### config.mk
export PLATFORM = sky130hd
export DESIGN_NAME = ps2_host_tx
export DESIGN_NICKNAME = d
export VERILOG_FILES = /design/src/rtl/ps2_host_tx.sv
export SDC_FILE = /design/constraint.sdc
export NUM_CORES = 1
export LEC_CHECK = 0
export BUFFER_PORTS_ARGS = -buffer_cell sky130_fd_sc_hd__clkbuf_2
export CORE_MARGIN = 1
export CORE_UTILIZATION = 60
export DETAILED_ROUTE_END_ITERATION = 12
export GPL_TIMING_DRIVEN = 0
export PLACE_DENSITY_LB_ADDON = 0.05
export SLEW_MARGIN = 20
export SYNTH_ARGS = -nofsm -noshare
export SYNTH_HDL_FRONTEND = slang
export SYNTH_SLANG_ARGS = --single-unit
### constraint.sdc
create_clock -name clk -period 3.9 [get_ports clk]
set_input_delay 0.39 -clock clk [delete_from_list [all_inputs] [get_ports clk]]
set_output_delay 0.39 -clock clk [all_outputs]
set_load 0.03 [all_outputs]
### src/rtl/ps2_host_tx.sv
// ---------------------------------------------------------------------------
// ps2_host_tx
//
// Host-to-device PS/2 transmitter. Sends one command byte to the attached
// device over the open-drain ps2_clk/ps2_data pair. The sequence is: inhibit
// the clock, request-to-send (start bit), then shift 8 data bits LSB-first,
// odd parity and stop on device-generated clock falls. Finally the device
// ACK is sampled and the block waits for the bus to return to idle.
//
// Ports:
//   clk          system clock, all logic on the rising edge
//   reset        asynchronous, active-low reset
//   start        request to send; accepted only while busy=0
//   data[7:0]    byte to send, sampled in the cycle start is accepted
//   ps2_clk_in   raw PS/2 clock line (asynchronous to clk)
//   ps2_data_in  raw PS/2 data line (asynchronous to clk)
//   ps2_clk_oe   1 = pull ps2_clk low, 0 = release
//   ps2_data_oe  1 = pull ps2_data low, 0 = release
//   busy         high from the cycle after start is accepted until done
//   done         one-cycle pulse when the transaction ends
//   ack_err      valid with done: 1 = no ACK (or timeout); held until next start
//
// Parameters:
//   INHIBIT_CYCLES  clk cycles ps2_clk is held low before request-to-send (>= 2)
//   TIMEOUT_CYCLES  watchdog limit between device clock falls
//
// Optional feature macro: PS2_TX_TIMEOUT_EN
//   When defined, a watchdog aborts the transaction if no device clock fall
//   arrives within TIMEOUT_CYCLES while in SEND, ACK or WAIT_IDLE.
// ---------------------------------------------------------------------------
module ps2_host_tx #(
    parameter int INHIBIT_CYCLES = 5000,
    parameter int TIMEOUT_CYCLES = 750000
) (
    input  logic       clk,
    input  logic       reset,
    input  logic       start,
    input  logic [7:0] data,
    input  logic       ps2_clk_in,
    input  logic       ps2_data_in,
    output logic       ps2_clk_oe,
    output logic       ps2_data_oe,
    output logic       busy,
    output logic       done,
    output logic       ack_err
);

    localparam int InhW = (INHIBIT_CYCLES > 2) ? $clog2(INHIBIT_CYCLES) : 1;
    localparam logic [InhW-1:0] InhLast = InhW'(INHIBIT_CYCLES - 1);

    typedef enum logic [2:0] {
        IDLE,
        INHIBIT,
        REQ,
        SEND,
        ACK,
        WAIT_IDLE
    } txState_t;

    txState_t         r_state;
    txState_t         w_nextState;
    logic [InhW-1:0]  r_inhCnt;
    logic [InhW-1:0]  w_nextInhCnt;
    logic [3:0]       r_bitCnt;
    logic [3:0]       w_nextBitCnt;
    logic [8:0]       r_shift;
    logic [8:0]       w_nextShift;
    logic             r_clkOe;
    logic             w_nextClkOe;
    logic             r_dataOe;
    logic             w_nextDataOe;
    logic             r_busy;
    logic             w_nextBusy;
    logic             r_done;
    logic             w_nextDone;
    logic             r_ackErr;
    logic             w_nextAckErr;

    logic [1:0]       r_clkSync;
    logic [1:0]       r_dataSync;
    logic             r_clkPrev;
    logic             w_fall;

`ifdef PS2_TX_TIMEOUT_EN
    localparam int WdW = $clog2(TIMEOUT_CYCLES + 1);
    localparam logic [WdW-1:0] WdLimit = WdW'(TIMEOUT_CYCLES);

    logic [WdW-1:0]   r_wdog;
    logic [WdW-1:0]   w_nextWdog;
    logic             w_watched;
`else
    logic             w_unusedTimeout;
    assign w_unusedTimeout = (TIMEOUT_CYCLES > 0);
`endif

    // Two-flop synchronizers plus a delayed copy of the clock for fall
    // detection. They reset to 1 (idle bus level) so that leaving reset does
    // not look like a device clock edge.
    always_ff @(posedge clk or negedge reset) begin
        if (!reset) begin
            r_clkSync  <= 2'b11;
            r_dataSync <= 2'b11;
            r_clkPrev  <= 1'b1;
        end else begin
            r_clkSync  <= {r_clkSync[0], ps2_clk_in};
            r_dataSync <= {r_dataSync[0], ps2_data_in};
            r_clkPrev  <= r_clkSync[1];
        end
    end

    assign w_fall = r_clkPrev & ~r_clkSync[1];

    // State register and all registered outputs. The line enables come
    // straight from flops so the open-drain drivers never see a glitch.
    always_ff @(posedge clk or negedge reset) begin
        if (!reset) begin
            r_state  <= IDLE;
            r_inhCnt <= '0;
            r_bitCnt <= '0;
            r_shift  <= '0;
            r_clkOe  <= 1'b0;
            r_dataOe <= 1'b0;
            r_busy   <= 1'b0;
            r_done   <= 1'b0;
            r_ackErr <= 1'b0;
        end else begin
            r_state  <= w_nextState;
            r_inhCnt <= w_nextInhCnt;
            r_bitCnt <= w_nextBitCnt;
            r_shift  <= w_nextShift;
            r_clkOe  <= w_nextClkOe;
            r_dataOe <= w_nextDataOe;
            r_busy   <= w_nextBusy;
            r_done   <= w_nextDone;
            r_ackErr <= w_nextAckErr;
        end
    end

`ifdef PS2_TX_TIMEOUT_EN
    // Watchdog counter; cleared outside the device-clocked states.
    always_ff @(posedge clk or negedge reset) begin
        if (!reset) begin
            r_wdog <= '0;
        end else begin
            r_wdog <= w_nextWdog;
        end
    end
`endif

    // Next-state and next-output logic. The shift register is pre-loaded
    // with {parity, data}; each device fall in SEND drives the inverse of the
    // LSB (pulling low sends a 0) and shifts right. The 10th fall releases
    // data for the stop bit, the 11th samples the device ACK.
    always_comb begin
        w_nextState  = r_state;
        w_nextInhCnt = r_inhCnt;
        w_nextBitCnt = r_bitCnt;
        w_nextShift  = r_shift;
        w_nextClkOe  = r_clkOe;
        w_nextDataOe = r_dataOe;
        w_nextBusy   = r_busy;
        w_nextDone   = 1'b0;
        w_nextAckErr = r_ackErr;

        case (r_state)
            IDLE: begin
                if (start) begin
                    w_nextShift  = {~^data, data};
                    w_nextAckErr = 1'b0;
                    w_nextBusy   = 1'b1;
                    w_nextClkOe  = 1'b1;
                    w_nextDataOe = 1'b0;
                    w_nextInhCnt = '0;
                    w_nextBitCnt = '0;
                    w_nextState  = INHIBIT;
                end
            end
            INHIBIT: begin
                if (r_inhCnt == InhLast) begin
                    w_nextDataOe = 1'b1;
                    w_nextState  = REQ;
                end else begin
                    w_nextInhCnt = r_inhCnt + 1'b1;
                end
            end
            REQ: begin
                w_nextClkOe  = 1'b0;
                w_nextBitCnt = '0;
                w_nextState  = SEND;
            end
            SEND: begin
                if (w_fall) begin
                    w_nextBitCnt = r_bitCnt + 1'b1;
                    if (r_bitCnt == 4'd9) begin
                        w_nextDataOe = 1'b0;
                        w_nextState  = ACK;
                    end else begin
                        w_nextDataOe = ~r_shift[0];
                        w_nextShift  = {1'b0, r_shift[8:1]};
                    end
                end
            end
            ACK: begin
                if (w_fall) begin
                    w_nextBitCnt = r_bitCnt + 1'b1;
                    w_nextAckErr = r_dataSync[1];
                    w_nextState  = WAIT_IDLE;
                end
            end
            WAIT_IDLE: begin
                if (r_clkSync[1] && r_dataSync[1]) begin
                    w_nextDone  = 1'b1;
                    w_nextBusy  = 1'b0;
                    w_nextState = IDLE;
                end
            end
            default: begin
                w_nextState = IDLE;
            end
        endcase

`ifdef PS2_TX_TIMEOUT_EN
        w_watched  = (r_state == SEND) || (r_state == ACK) || (r_state == WAIT_IDLE);
        w_nextWdog = '0;
        if (w_watched) begin
            if (r_wdog == WdLimit) begin
                w_nextClkOe  = 1'b0;
                w_nextDataOe = 1'b0;
                w_nextAckErr = 1'b1;
                w_nextDone   = 1'b1;
                w_nextBusy   = 1'b0;
                w_nextState  = IDLE;
            end else if (!w_fall && (w_nextState == r_state)) begin
                w_nextWdog = r_wdog + 1'b1;
            end
        end
`endif
    end

    assign ps2_clk_oe  = r_clkOe;
    assign ps2_data_oe = r_dataOe;
    assign busy        = r_busy;
    assign done        = r_done;
    assign ack_err     = r_ackErr;

endmodule

# Word-level counts from Yosys, hierarchy flattened
# Cells that the tools add are included.
[classes] bitwise_logic=3 reduce_logical=19 add_sub_neg=2 eq_ne=16 n_mux=30
[op_table] operator="9-bit 2-to-1 mux" count=3
[op_table] operator="13-bit 2-to-1 mux" count=2
[op_table] operator="13-bit one-hot mux with 2 select lines" count=1
[op_table] operator="3-bit 2-to-1 mux" count=6
[op_table] operator="3-bit one-hot mux with 6 select lines" count=1
[op_table] operator="9-bit one-hot mux with 2 select lines" count=1
[op_table] operator="2-bit inequality test, second input constant" count=8
[op_table] operator="13-bit by 1-bit adder with 13-bit output, second input constant" count=1
[op_table] operator="13-bit == test, second input constant" count=1
[op_table] operator="4-bit one-hot mux with 3 select lines" count=1
[op_table] operator="3-bit AND reduction" count=4
[op_table] operator="2-bit nonzero test" count=5
[op_table] operator="1-bit 2-to-1 mux" count=9
[op_table] operator="4-bit 2-to-1 mux" count=2
[op_table] operator="4-bit AND reduction" count=2
[op_table] operator="8-bit XNOR reduction" count=1
[op_table] operator="3-bit by 2-bit == test with 1-bit output, second input constant" count=2
[op_table] operator="3-bit == test, second input constant" count=2
[op_table] operator="1-bit one-hot mux with 2 select lines" count=3
[op_table] operator="6-bit AND reduction" count=1
[op_table] operator="3-bit nonzero test" count=2
[op_table] operator="4-bit by 1-bit adder with 4-bit output, second input constant" count=1
[op_table] operator="4-bit == test, second input constant" count=1
[op_table] operator="3-bit by 1-bit == test with 1-bit output, second input constant" count=1
[op_table] operator="8 further kinds" count=9
[totals] word_cells=82 regBits=39 out_inout_bits=5 input_bits=13

# Longest topological paths before layout
# Gate-level depths: netlist of run 1.
[logic_depth] ltp_word=4 depth_mapped=6 depth_no_buf=6

# Worst setup path before layout of run 1
# Ideal clock, no wire load.
[synth_timing] path_kind="register to register" startpoint="reg r_state[2]" endpoint="reg r_inhCnt[10]" setup_time_ps=127 required_ps=3773 stages_incl_launch_ff=6 t_arrival_ps=1700 n_path_buf=1 slack_ps=2073 synth_period_minus_slack_ps=1827 cell_sequence="dfrtp_1 buf_6 or3b_4 or4_4 o211ai_2 o31ai_2"
[synth_between] elab_chain_len=3 elab_cells_between_ends=7 classes_between="eq/ne: 3; mux: 1; reduce/logical: 3"
[synth_rtl] item="start, declared" line="60" source="txState_t r_state;"
[synth_rtl] item="start signal, assigned" line="127" source="r_state <= w_nextState;"
[synth_rtl] item="3-bit by 1-bit == test with 1-bit output or 3-bit zero test (tied branches)" line="165" source="case (r_state)"
[synth_rtl] item="2-bit inequality test (no line) or 2-bit nonzero test (tied branches)"
[synth_rtl] item="3-bit AND reduction (no line)"
[synth_rtl] item="end signal, assigned" line="128" source="r_inhCnt <= w_nextInhCnt;"
[synth_rtl] item="end, declared" line="62" source="logic [InhW-1:0] r_inhCnt;"
# Parallel ways exist; a longest one is shown, timed or not.
# A chain may end at the register's enable or synchronous reset.

# Final worst setup path of run 1
[layout_timing] startpoint="reg r_state[1]" endpoint="reg r_inhCnt[5]"
# Same word-level chain as after synthesis.

==> results of run 1 <==
-- sequential cells by signal, indices dropped and copies added, names as in the netlist, 2 cells and up --
register,cells
r_inhCnt,13
r_bitCnt,4
r_state,3
r_clkSync,2
r_dataSync,2
r_shift,9
-- critical path, stage by stage, from the launching register on --
cell,delay [ns]
dfrtp_1,0.37
buf_2,0.17
buf_1,0.22
nor4b_2,0.87
nor2_1,0.16
o21ai_0,0.21
o41ai_1,0.10
-- cells in the final DEF (no fill, tap or decap), drive strengths merged, types with 3 or more instances in the layout --
cell type / n
dfrtp: 34
clkbuf: 28
mux2: 19
nor2: 14
a21oi: 11
nand3: 10
nand2: 10
xnor2: 9
o21ai: 9
inv: 6
dfstp: 5
or2: 4
a21boi: 4
buf: 4
nand3b: 3
nor3: 3
o21a: 3
and2: 3
mux2i: 3
ha: 3
o22ai: 3
nor4b: 3
o211ai: 3
-- power groups by stage --
stage	Sequential, mW	Combinational (mW)	Clock [mW]
3_5_place_dp	0.610	0.722	0
4_1_cts	0.602	0.723	0.221
3_3_place_gp	0.601	0.683	0
2_1_floorplan	0.627	0.527	0
6_report	0.603	0.724	0.218
5_1_grt	0.617	0.788	0.236
-- stage by stage --
| step | setup WS [ns] | util, % | hold WS [ns] | instance area [um2] |
|---|---|---|---|---|
| after global routing | 1.57 | 68.9 | 0.0986 | 2320 |
| after global placement | 1.82 | 67.1 | 0.346 | 2260 |
| after CTS | 1.69 | 68.9 | 0.111 | 2320 |
| final | 1.69 | 68.9 | 0.119 | 2320 |
| after detailed placement | 1.71 | 67.1 | 0.348 | 2260 |
| after floorplan | 2.07 | - | 0.0944 | 2110 |
-- worst paths after layout --
| check | startpoint | end | slack [ns] | cells past startpoint |
|---|---|---|---|---|
| max | r_state[1] | r_inhCnt[5] | 1.69 | 6 |
| min | ps2_data_in | r_dataSync[0] | 0.12 | 1 |
| max reg2reg | r_state[1] | r_inhCnt[5] | 1.69 | 6 |
| min reg2reg | r_clkSync[0] | r_clkSync[1] | 0.36 | 0 |
| max in group asynchronous | reset | r_shift[4] | 3.15 | 1 |
| min in group asynchronous | reset | r_inhCnt[11] | 0.16 | 1 |
-- layer usage --
layer / up-vias / part of all wire, %
li1: 783 / -
met1: 791 / 42
met2: 50 / 51
met3: 12 / 4.3
met4: 0 / 2.4
met5: - / 0
-- kinds of logic after synthesis --
logic type / count (synthesis)
flops: 39
compound gates: 46
buf+inv: 14
mux: 22
xor+xnor: 10
simple gates: 66
fa+ha+maj: 3
-- final cells by class --
type                            instances  area (um2)
Buffer                                  8        42.5
Clock buffer                            7        55.1
Clock inverter                          1        5.00
Fill cell                             286        1050
Inverter                                6        22.5
Multi-Input combinational cell        147        1070
Sequential cell                        39         982
Tap cell                               46        57.6
Timing Repair Buffer                   17        85.1
==> impl_metrics.ini, run 1 <==
[status]
run_status = finished, final reports clean

[floorplanning]
die_w_um = 61.4
initial_core_util_pct = 62.9
ioPinCount = 18
core-area_um2 = 3360
die_area_um2 = 3770
die_h_um = 61.4
std_cell_rows = 21

[placement]
placed_cells = 263
gp_routability_congestion = 0.844
numPortBuffers = 17
place.detailed.hpwl_um = 3110

[power_and_ir_drop]
power.leakage_nw = 0.978
power.net_switching_mw = 0.612
power.combinational.fraction_pct = 46.9
clock_power_share_pct = 14.1
netSwitchingFraction_pct = 39.6
power_mw = 1.54
sequentialPowerShare_pct = 39.0
power_density_nw_per_um2 = 666
p_int_mw = 0.933
peakVddDrop_uv = 331

[routing]
drt_first_pass_iters = 4
post_drt_via_cell_ratio = 6.04
initialDrtViolationCount = 165
wire_per_inst_um = 15.7
drt_drc_violations_left = 0
route.final.wire_length_um = 4250
dr_total_vias = 1636
drtAntennaViolNets = 0

[global_routing]
m3_gr_usage_pct = 5.88
groute.usage.overall_pct = 24.6
busiest_layer = met2
grt_pass1_vias = 1475
grt_pass1_wl_um = 6590
grt_overflow = 0
grt.met2_usage_pct = 42.2
largest_net_degree_at_the_start_of_global_routing = 40
antenna_found_initial = 0
grt.met1_usage_pct = 30.1

[cts]
clockBufferDepth = 2
clkSlewWorstSetupHoldPaths_ns = 0.12
cts_tree = done
cts.htree.levels = 2
clock_sinks = 39
postCtsSetupBuffers = 0
tritoncts.num_buffers = 5
cts_hold_repair.buffers = 0
postCtsResizedCells = 0
clock_network_latency_to_the_later_pin_of_the_worst_skew_pair_ns = 0.35
cts_root_buf = clkbuf_4

[synth]
netlist.top_cell.by_area = dfrtp_1
synth_most_common_cell = dfrtp_1
async_reset_ff_share_pct = 100
yosys.area_share.adder_pct = 1.78
synth_compound_gate_area_share_pct = 15.1
synth_largest_type_area_fraction_pct = 40.2
synth_mux_area_share_pct = 11.5
synth_xor_area_share_pct = 4.14
ys_warn_count = 0
netlist_instances = 200
avg_synthesized_cell_area_um2 = 10.6
synth-edff-count = 0
synth-seq-area-share_pct = 46.4
synthesis.nets = 216
synth.distinct_cells = 55
synth_top_flop_cell = dfrtp_1
syn-cell-area_um2 = 2110
synth_area_leaders = dfrtp_1, mux2_2, dfstp_2, xnor2_1, a21oi_1
netlist_top_cells_count = dfrtp_1, mux2_2, nor2_1
basic_gate_share_of_the_synthesized_area_counting_and_or_nand_and_nor_cells_pct = 17.9
largest_family_of_logic_cells_by_synthesized_area = simple AND/OR/NAND/NOR gates
flop_and_latch_count_out_of_synthesis = 39

[layout]
n_antenna_cell = 0
stdcell_count = 271
design.final.nets = 240
drive_gt1_share_pct = 28.0
flow.area_growth_from_synthesis_pct = 9.59

[setup_path]
worst-path-max-fanout = 10
cp_data_required_time_ns = 4.14
cp-start-kind = flop
worstPathArrival_ns = 2.45
end_kind = flop
worstSetupPathType = flop to flop

[sta]
report.final.setup_viol = 0
worst_slew_pin_slew_ns = 0.957
layout_min_cycle_time_ns = 2.21
setup_tns_ns = 0
finalMaxSlewViolations = 0
clock_skew_ns = 0.0153
timing.fmax_ghz = 0.452
period_share_pct = 56.7
hold_viol = 0
slew_headroom_pct = 36.1
grt_setup_unrepaired = false

[run]
drv.max_cap_violation_count = 0

[worst_hold_path]
hp-class = input pin to flop
No activity file was read; power rests on OpenSTA's default activity.
==> run 2, diff against run 1 <==
CORE_UTILIZATION = 59   (was 60)
clock period = 2.25 ns   (was 3.9 ns; I/O delays follow)
==> run 2 against run 1 <==
Compared with the run above:
- utilization grew 0.57 points
- die area is 1.6% higher
- cell count increased by 0.74%
- non-clock buffer count grew 2
- clock skew down 0.0073 ns
- global-route usage up 0.94 points
- sequential share of layout area is 0.68 points lower
- clock-buffer cell count is 1 higher
- sequential power up 72%
- hold slack worse by 0.10 ns
- largest power group unchanged
==> impl_metrics.ini, run 2 (same netlist as run 1, synthesis figures left out) <==
[setup_path]
r2r.worst_path.cells = 4
end_kind = flop
worst-path-max-fanout = 6
regToRegStartpoint = r_inhCnt[10]
timing.critical_path.from = r_inhCnt[10]
worstPathArrival_ns = 2.33
cp_data_required_time_ns = 2.49
cp-start-kind = flop
path_cells = nor4b_1, nand4_1, and2_1, o32a_1
worst-path-buf-inv = 0
cp.depth = 4
path_delay_family = simple AND/OR/NAND/NOR gates
worstSetupPathType = flop to flop
critical-path-slowest-cell = nor4b_1
worst_path_largest_cell_delay_ns = 0.51

[global_routing]
grt_pass1_wl_um = 6980
grt_overflow = 0
antenna_found_initial = 0
grt_pass1_vias = 1656
largest_net_degree_at_the_start_of_global_routing = 40
groute.usage.overall_pct = 25.5

[power_and_ir_drop]
peakVddDrop_uv = 649
power_density_nw_per_um2 = 1150
power.leakage_nw = 0.994

[floorplanning]
die_w_um = 61.9
ioPinCount = 18
die_area_um2 = 3830
core-area_um2 = 3390
die_h_um = 61.9
initial_core_util_pct = 62.4
std_cell_rows = 21

[routing]
drt_drc_violations_left = 0
dr_total_vias = 1670
post_drt_via_cell_ratio = 6.12
route.final.wire_length_um = 4300
initialDrtViolationCount = 113
drtAntennaViolNets = 0
wire_per_inst_um = 15.7
drt_first_pass_iters = 4

[sta]
period_share_pct = 92.7
hold_viol = 0
slew_headroom_pct = 35.0
clock_skew_ns = 0.00797
setup_tns_ns = 0
finalMaxSlewViolations = 0
layout_min_cycle_time_ns = 2.09
grt_setup_unrepaired = false
report.final.setup_viol = 0
timing.fmax_ghz = 0.479
worst_slew_pin_slew_ns = 0.976

[layout]
mostFrequentLayoutCells = dfrtp_1, mux2_2, clkbuf_2
design_area_um2 = 2350
n_antenna_cell = 0
max_flop_register = r_inhCnt
registers_with_the_highest_flip_flop_counts = r_inhCnt (13), r_shift (9), r_bitCnt (4)
design.final.nets = 242
drive_gt1_share_pct = 27.8
final_common_cell = dfrtp_1
flow.area_growth_from_synthesis_pct = 11.4
largest_register_ffs = 13

[placement]
place.detailed.hpwl_um = 3030
detailed_place.area_um2 = 2260
gp_routability_congestion = 0.812
numPortBuffers = 17

[cts]
clock_network_latency_to_the_later_pin_of_the_worst_skew_pair_ns = 0.35
clockBufferDepth = 2
clock_sinks = 39
cts_tree = done
clkSlewWorstSetupHoldPaths_ns = 0.11
cts.htree.levels = 2
cts_root_buf = clkbuf_4
tritoncts.num_buffers = 5

[worst_hold_path]
hp-class = input pin to async pin

[status]
run_status = finished, final reports clean

[run]
drv.max_cap_violation_count = 0
-- run 2: cell count changes in the layout (fill, tap and decap cells not counted), sizes merged --
cell | previous run | this run
clkbuf | 28 | 29
dlygate4sd3 | 0 | 2
clkinv | 1 | 0
-- run 2: final cells by class --
type | instances | area [um2]
Sequential cell | 39 | 982
Inverter | 6 | 22.5
Timing Repair Buffer | 19 | 105
Clock buffer | 8 | 68.8
Fill cell | 260 | 1030
Multi-Input combinational cell | 147 | 1080
Buffer | 8 | 42.5
Tap cell | 46 | 57.6
-- run 2: final timing paths --
| path | to | slack [ns] |
|---|---|---|
| min | r_inhCnt[9] | 0.01 |
| min reg2reg | r_clkSync[1] | 0.35 |
| max in group asynchronous | r_shift[2] | 1.64 |
| max | r_state[0] | 0.16 |
| max reg2reg | r_state[0] | 0.16 |
| min in group clk | ps2_clk_oe | 0.26 |
-- run 2: timing repair --
item / 4_1_cts / 5_1_grt
hold buffers: 2 / 0
setup endpoints to repair: 0 / 1
endpoints found under the hold margin: 2 / 0
setup buffers: 0 / 0
gates resized for setup: 0 / 1
-- run 2: layer usage --
| layer | track usage [%] | up-vias | part of all wire (%) |
|---|---|---|---|
| li1 | - | 782 | - |
| met1 | 27.7 | 807 | 41 |
| met2 | 46.4 | 75 | 52 |
| met3 | 7.87 | 6 | 5.8 |
| met4 | 9.84 | 0 | 1.0 |
| met5 | 0 | - | 0 |
-- run 2: per-stage QoR --
step                total power, mW  worst slack [ns]  util, %  hold WS, ns  std cells
detailed placement             2.30             0.183     66.6        0.314        263
floorplan                      2.00             0.423        -      -0.0706        200
global route                   2.92             0.129     69.5       0.0641        273
finish                         2.72             0.164     69.5       0.0142        273
global placement               2.22             0.203     66.6        0.314        263
CTS                            2.71             0.141     69.2       0.0395        273
-- run 2: report_power, final --
group | switching, mW | total (mW) | internal, mW
registers | 0.131 | 1.04 | 0.913
logic | 0.708 | 1.27 | 0.557
clock network | 0.224 | 0.408 | 0.184
total | 1.06 | 2.72 | 1.65
